`src/rtl/imul_pkg.sv`:
```
// Shared types and constants for the multiply-unit writeback buffer.
// The queue entry carries the destination tag, the 65-bit result and the 6 flag bits.
package imul_pkg;

    localparam int TAG_W_DEF = 9;
    localparam int RES_W     = 65;
    localparam int FLG_W     = 6;

    // Tags narrower than TAG_W_DEF are zero-extended into this field.
    typedef struct packed {
        logic [TAG_W_DEF-1:0] tag;
        logic [RES_W-1:0]     res;
        logic [FLG_W-1:0]     flg;
    } wb_ent_t;

    function automatic int popcount(input logic [31:0] bits);
        int n;
        n = 0;
        for (int i = 0; i < 32; i++) begin
            n = n + int'(bits[i]);
        end
        return n;
    endfunction

endpackage

```
`src/rtl/imul_wb_fifo.sv`:
```
// Circular queue of wb_ent_t with extra-MSB pointers; the head is presented
// combinationally and reads as all-zero while the queue is empty.
module imul_wb_fifo
    import imul_pkg::*;
#(
    parameter int DEPTH = 4,
    localparam int AW   = $clog2(DEPTH)
) (
    input  logic          clk,
    input  logic          rst_n,
    input  logic          push_i,
    input  wb_ent_t       push_data_i,
    input  logic          pop_i,
    output wb_ent_t       head_o,
    output logic          full_o,
    output logic          empty_o,
    output logic [AW:0]   count_o
);

    localparam logic [AW:0] PTR_ONE = {{AW{1'b0}}, 1'b1};

    logic [AW:0] wr_ptr_q, wr_ptr_d;
    logic [AW:0] rd_ptr_q, rd_ptr_d;
    wb_ent_t     mem_q [DEPTH];
    logic        full_s, empty_s, push_ok_s, pop_ok_s;

    // Status decode and pointer next-state.
    always_comb begin
        empty_s   = (wr_ptr_q == rd_ptr_q);
        full_s    = (wr_ptr_q[AW] != rd_ptr_q[AW]) && (wr_ptr_q[AW-1:0] == rd_ptr_q[AW-1:0]);
        push_ok_s = push_i & ~full_s;
        pop_ok_s  = pop_i & ~empty_s;
        if (push_ok_s) begin
            wr_ptr_d = wr_ptr_q + PTR_ONE;
        end else begin
            wr_ptr_d = wr_ptr_q;
        end
        if (pop_ok_s) begin
            rd_ptr_d = rd_ptr_q + PTR_ONE;
        end else begin
            rd_ptr_d = rd_ptr_q;
        end
    end

    // Pointer registers.
    always_ff @(posedge clk or negedge rst_n) begin
        if (!rst_n) begin
            wr_ptr_q <= '0;
            rd_ptr_q <= '0;
        end else begin
            wr_ptr_q <= wr_ptr_d;
            rd_ptr_q <= rd_ptr_d;
        end
    end

    // Entry storage; contents are don't-care until written.
    always_ff @(posedge clk) begin
        if (push_ok_s) begin
            mem_q[wr_ptr_q[AW-1:0]] <= push_data_i;
        end
    end

    // Head presentation and occupancy.
    always_comb begin
        if (empty_s) begin
            head_o = '0;
        end else begin
            head_o = mem_q[rd_ptr_q[AW-1:0]];
        end
        full_o  = full_s;
        empty_o = empty_s;
        count_o = wr_ptr_q - rd_ptr_q;
    end

    imul_wb_fifo_chk u_chk (
        .clk    (clk),
        .rst_n  (rst_n),
        .push_i (push_i),
        .full_i (full_s)
    );

endmodule

```
`src/rtl/imul_wb_fifo_chk.sv`:
```
// Protocol checker for the writeback queue: a push must never meet a full queue.
module imul_wb_fifo_chk (
    input logic clk,
    input logic rst_n,
    input logic push_i,
    input logic full_i
);

    a_no_push_when_full : assert property (@(posedge clk) disable iff (!rst_n) !(push_i && full_i))
        else $error("imul_wb_fifo: push while full, entry discarded");

endmodule

```
`src/rtl/imul_wb_buf.sv`:
```
// Writeback buffer behind the fixed-latency multiply pipe: tracks issued tags,
// captures results as they emerge, and grants issue credit so the queue never overruns.
module imul_wb_buf
    import imul_pkg::*;
#(
    parameter int DEPTH = 4,
    parameter int TAG_W = TAG_W_DEF,
    parameter int LAT   = 2,
    localparam int AW   = $clog2(DEPTH)
) (
    input  logic             clk,
    input  logic             rst,
    input  logic             clkEn,
    input  logic             iss_en,
    input  logic [TAG_W-1:0] iss_tag,
    output logic             iss_rdy,
    input  logic [RES_W-1:0] mul_res,
    input  logic [FLG_W-1:0] mul_flg,
    output logic             wb_valid,
    output logic [TAG_W-1:0] wb_tag,
    output logic [RES_W-1:0] wb_res,
    output logic [FLG_W-1:0] wb_flg,
    input  logic             wb_ack,
    output logic             err_ovf
);

    logic [LAT-1:0]   v_q, v_d;
    logic [TAG_W-1:0] tag_q [LAT];
    logic [TAG_W-1:0] tag_d [LAT];
    logic             err_ovf_q, err_ovf_d;

    logic             iss_rdy_s;
    logic             push_s;
    wb_ent_t          push_ent_s;
    wb_ent_t          head_s;
    logic             full_s, empty_s;
    logic [AW:0]      count_s;

    // Credit counts queued entries plus ops still in the pipe, all from registered state.
    always_comb begin
        iss_rdy_s = ~full_s && ((int'(count_s) + popcount(32'(v_q))) < DEPTH);
    end

    // Tag pipe advances only with clkEn, in lockstep with the multiply unit.
    always_comb begin
        v_d   = v_q;
        tag_d = tag_q;
        if (clkEn) begin
            v_d[0]   = iss_en & iss_rdy_s;
            tag_d[0] = iss_tag;
            for (int k = 1; k < LAT; k++) begin
                v_d[k]   = v_q[k-1];
                tag_d[k] = tag_q[k-1];
            end
        end else begin
            v_d   = v_q;
            tag_d = tag_q;
        end
    end

    // Overflow flag is sticky until reset.
    always_comb begin
        if (iss_en && clkEn && !iss_rdy_s) begin
            err_ovf_d = 1'b1;
        end else begin
            err_ovf_d = err_ovf_q;
        end
    end

    // Pipe and error state registers.
    always_ff @(posedge clk or negedge rst) begin
        if (!rst) begin
            v_q       <= '0;
            err_ovf_q <= 1'b0;
            for (int k = 0; k < LAT; k++) begin
                tag_q[k] <= '0;
            end
        end else begin
            v_q       <= v_d;
            tag_q     <= tag_d;
            err_ovf_q <= err_ovf_d;
        end
    end

    // Result capture at the pipe's last stage.
    always_comb begin
        push_s         = clkEn & v_q[LAT-1];
        push_ent_s.tag = TAG_W_DEF'(tag_q[LAT-1]);
        push_ent_s.res = mul_res;
        push_ent_s.flg = mul_flg;
    end

    imul_wb_fifo #(
        .DEPTH (DEPTH)
    ) u_fifo (
        .clk         (clk),
        .rst_n       (rst),
        .push_i      (push_s),
        .push_data_i (push_ent_s),
        .pop_i       (wb_ack),
        .head_o      (head_s),
        .full_o      (full_s),
        .empty_o     (empty_s),
        .count_o     (count_s)
    );

    // Output drive.
    always_comb begin
        iss_rdy  = iss_rdy_s;
        wb_valid = ~empty_s;
        wb_tag   = TAG_W'(head_s.tag);
        wb_res   = head_s.res;
        wb_flg   = head_s.flg;
        err_ovf  = err_ovf_q;
    end

endmodule

```
`config.mk`:
```
export PLATFORM = sky130hd
export DESIGN_NAME = imul_wb_buf
export DESIGN_NICKNAME = d
export VERILOG_FILES = /design/src/rtl/imul_pkg.sv /design/src/rtl/imul_wb_fifo.sv /design/src/rtl/imul_wb_fifo_chk.sv /design/src/rtl/imul_wb_buf.sv
export SDC_FILE = /design/constraint.sdc
export NUM_CORES = 1
export LEC_CHECK = 0
export ABC_AREA = 1
export CORE_ASPECT_RATIO = 1.5
export CORE_MARGIN = 2
export CORE_UTILIZATION = 50
export CTS_CLUSTER_DIAMETER = 80
export DETAILED_ROUTE_END_ITERATION = 6
export PLACE_DENSITY_LB_ADDON = 0.15
export SETUP_SLACK_MARGIN = 0.3
export SLEW_MARGIN = 20
export SYNTH_ARGS = -nofsm -noshare
export SYNTH_HDL_FRONTEND = slang
export SYNTH_HIERARCHICAL = 1
export SYNTH_SLANG_ARGS = --single-unit
```
`constraint.sdc`:
```
create_clock -name clk -period 7.4 [get_ports clk]
set_input_delay 1.11 -clock clk [delete_from_list [all_inputs] [get_ports clk]]
set_output_delay 1.11 -clock clk [all_outputs]
set_load 0.02 [all_outputs]
```
==> results.toml <==
[floorplanning]
die_h_um = 212.2
core_area_um2 = 28620
start_util_pct = 50.49
die_area_um2 = 30310
io_pins = 168
rows = 76
dieWidth_um = 142.8

[cells_and_area]
area_growth_pct = 22.45
fin_nets = 1587
drive_gt1_share_pct = 5.336
multiInputGateArea_um2 = 3127
stdcell_count = 1908
regArea_um2 = 10290
nFillCells = 2263
diodes = 0

[timing]
max_slew_margin_pct = 25.51
maxSlewViolCount = 0
fin_crit_sh_pct = 74.48
fin_setup_tns_ps = 0
rsz0062_at_grt = "false"
worst_slew_pin_slew_ps = 1117
final.min_clock_period_ps = 5512
skew_ps = 10.40
setup_viol = 0
fmax_mhz = 181.4
hold_viol_final = 0

[critical_path]
cp_data_arrival_time_ps = 4400
worstSetupPathDepth = 9
slowest_delay_ps = 1180
startpoint_type = "register"
reg2reg_from = "u_fifo/rd_ptr_q[1]$_DFFE_PN0P_"
crit_end = "wb_tag[6]"
timing.critical_path.from = "u_fifo/rd_ptr_q[1]$_DFFE_PN0P_"
critical-path-top-delay-family = "buffers and inverters"
cp_num_buf_inv = 5
r2r-end = "u_fifo/mem_q[1][13]$_DFFE_PP_"
cp.required_ps = 6290
path_cells = "clkinv_2 -> ha_1 -> nand2_1 -> inv_1 -> nand3_2 -> inv_2 -> buf_4 -> a21oi_1 -> clkdlybuf4s50_1"
criticalPathCategory = "register to output port"
worstSetupEndpointType = "output port"
crit_slowest_cell = "dfrtp_4"
path_max_fanout = 84
rrSetupSlack_ps = 3540
reg2regPathDepth = 8

[job]
drv_cap = 0

[yosys]
synth_nets = 1434
syn_avg_cell_area_um2 = 10.78
async_flop_share_pct = 7.781
synthesis.area_um2 = 14450
synth_edf_count = 320
synthTopCellsByArea = "edfxtp_1 (66%), nand2_1 (14%), inv_1 (4.8%)"
synth_common_cells = "nand2_1 (541), edfxtp_1 (320), inv_1 (186)"
synth_cells = 1340
synth_cell_types = 19
yosys_warnings = 6
ys_seq_area_share_pct = 71.17
synth-main-ff-cell = "edfxtp_1"
synth.most_common_cell = "nand2_1"
synth_top_cell_by_area = "edfxtp_1"
synth.top_cell.area_share_pct = 66.49
synth_seq_cells = 347

[cts]
cts_max_level = 2
numCtsBuffers = 34
cts_hold_buf = 0
clkTransAtPathRegs_ps = 60
cts_resized = 0
cts.path.max_buffers = 3
post_cts_buffers = 0
tritoncts = "built"
clock_sinks = 347
insertion_delay_ps = 520
cts-root-buf = "clkbuf_16"

[grt]
grt_pass1_vias = 9408
antenna_found_initial = 1
grt_usage_pct = 20.89
grt_max_degree = 85
grt_pass1_wl_um = 48670
grt_overflow = 0

[drt]
wl_per_cell_um = 16.23
drc = 0
first_iter_violations = 561
first_pass_iters = 7
via_count = 9404
final_antenna_net_count = 0
wl_um = 30960
viasPerCell = 4.929

[placement]
place_hpwl_um = 17480
port_buffers = 167
place_congestion = 0.7549
dp_cells = 1847

[outcome]
outcome = "finished clean"

[pwr]
peakVddDrop_mv = 0.2774
p_leak_uw = 0.007350
p_per_area_nw_per_um2 = 421.6

[min_path]
min_path_cells = 2
hold_class = "register to register"
## layout make-up
class | count | area share (%)
sequential | 347 | 58.16
multi-input combinational | 739 | 17.67
timing repair buffer | 181 | 10.04
clock buffer | 41 | 5.430
inverter | 190 | 4.059
tap | 390 | 2.758
clock inverter | 20 | 1.881
## through the flow
step                      instance area (um2)  util [%]  total power [uW]  hold slack, ps  setup WS (ps)
after floorplan                         14450         -              4288           442.2           1996
after detailed placement                16400     57.30              5571           459.6           2404
after global routing                    17700     61.82              7869           492.5           1560
after CTS                               17700     61.82              7548           475.5           1829
after global placement                  16400     57.30              5542           450.9           2469
final                                   17700     61.82              7461           473.0           1888
## kinds of logic after synthesis
| logic type | synth area share [%] |
|---|---|
| flops | 71.17 |
| fa+ha+maj | 0.8312 |
| simple gates | 17.27 |
| xor+xnor | 0.1212 |
| compound gates | 3.255 |
| buf+inv | 7.351 |
## flip-flops by register name, indices dropped and copies added (netlist names)
name and flops:
u_fifo/rd_ptr_q 3, v_q 2, tag_q 9, push_ent_s 9
u_fifo/mem_q 320, u_fifo/wr_ptr_q 3, err_ovf 1
## worst min path at each step
stage,startpoint,end,slack (ps)
2_1_floorplan,tag_q[17]$_DFFE_PN0P_,tag_q[17]$_DFFE_PN0P_,440
3_3_place_gp,err_ovf$_DFFE_PN0P_,err_ovf$_DFFE_PN0P_,450
3_5_place_dp,tag_q[9]$_DFFE_PN0P_,tag_q[9]$_DFFE_PN0P_,460
4_1_cts,tag_q[9]$_DFFE_PN0P_,tag_q[9]$_DFFE_PN0P_,480
5_1_grt,tag_q[9]$_DFFE_PN0P_,tag_q[9]$_DFFE_PN0P_,490
6_report,tag_q[17]$_DFFE_PN0P_,tag_q[17]$_DFFE_PN0P_,470
## cell usage in the layout (no fill, tap or decap), drive strengths merged
cell type	synthesis	final
a21oi	80	80
buf	56	14
bufinv	0	9
clkbuf	8	41
clkdlybuf4s50	0	167
clkinv	0	10
clkinvlp	0	3
dfrtp	27	27
edfxtp	320	320
fa	1	1
ha	8	8
inv	190	188
nand2	541	541
nand3	89	89
nor2	4	4
o21ai	14	14
xor2	2	2
## per-layer routing
| metal | track usage, % | vias to the layer above | part of all wire, % |
|---|---|---|---|
| met5 | 0 | - | 0.036 |
| met3 | 3.581 | 53 | 4.8 |
| met2 | 38.56 | 239 | 54 |
| met1 | 24.38 | 4489 | 39 |
| met4 | 7.272 | 2 | 2.6 |
| li1 | - | 4621 | - |
## worst min-delay path: cells and delay by family, from the launching register on
kind	cells	cell delay [ps]
flip-flops	1	340
AND/OR/NAND/NOR	2	110
## where the power goes
group          total, uW  internal (uW)  switching [uW]  leakage (uW)
logic               3010           1190            1820       0.00351
clock network       1960           1240             715      0.000625
registers           2500           2300             200       0.00322
total               7460           4730            2730       0.00735
Power figures use the tool's default switching activity.
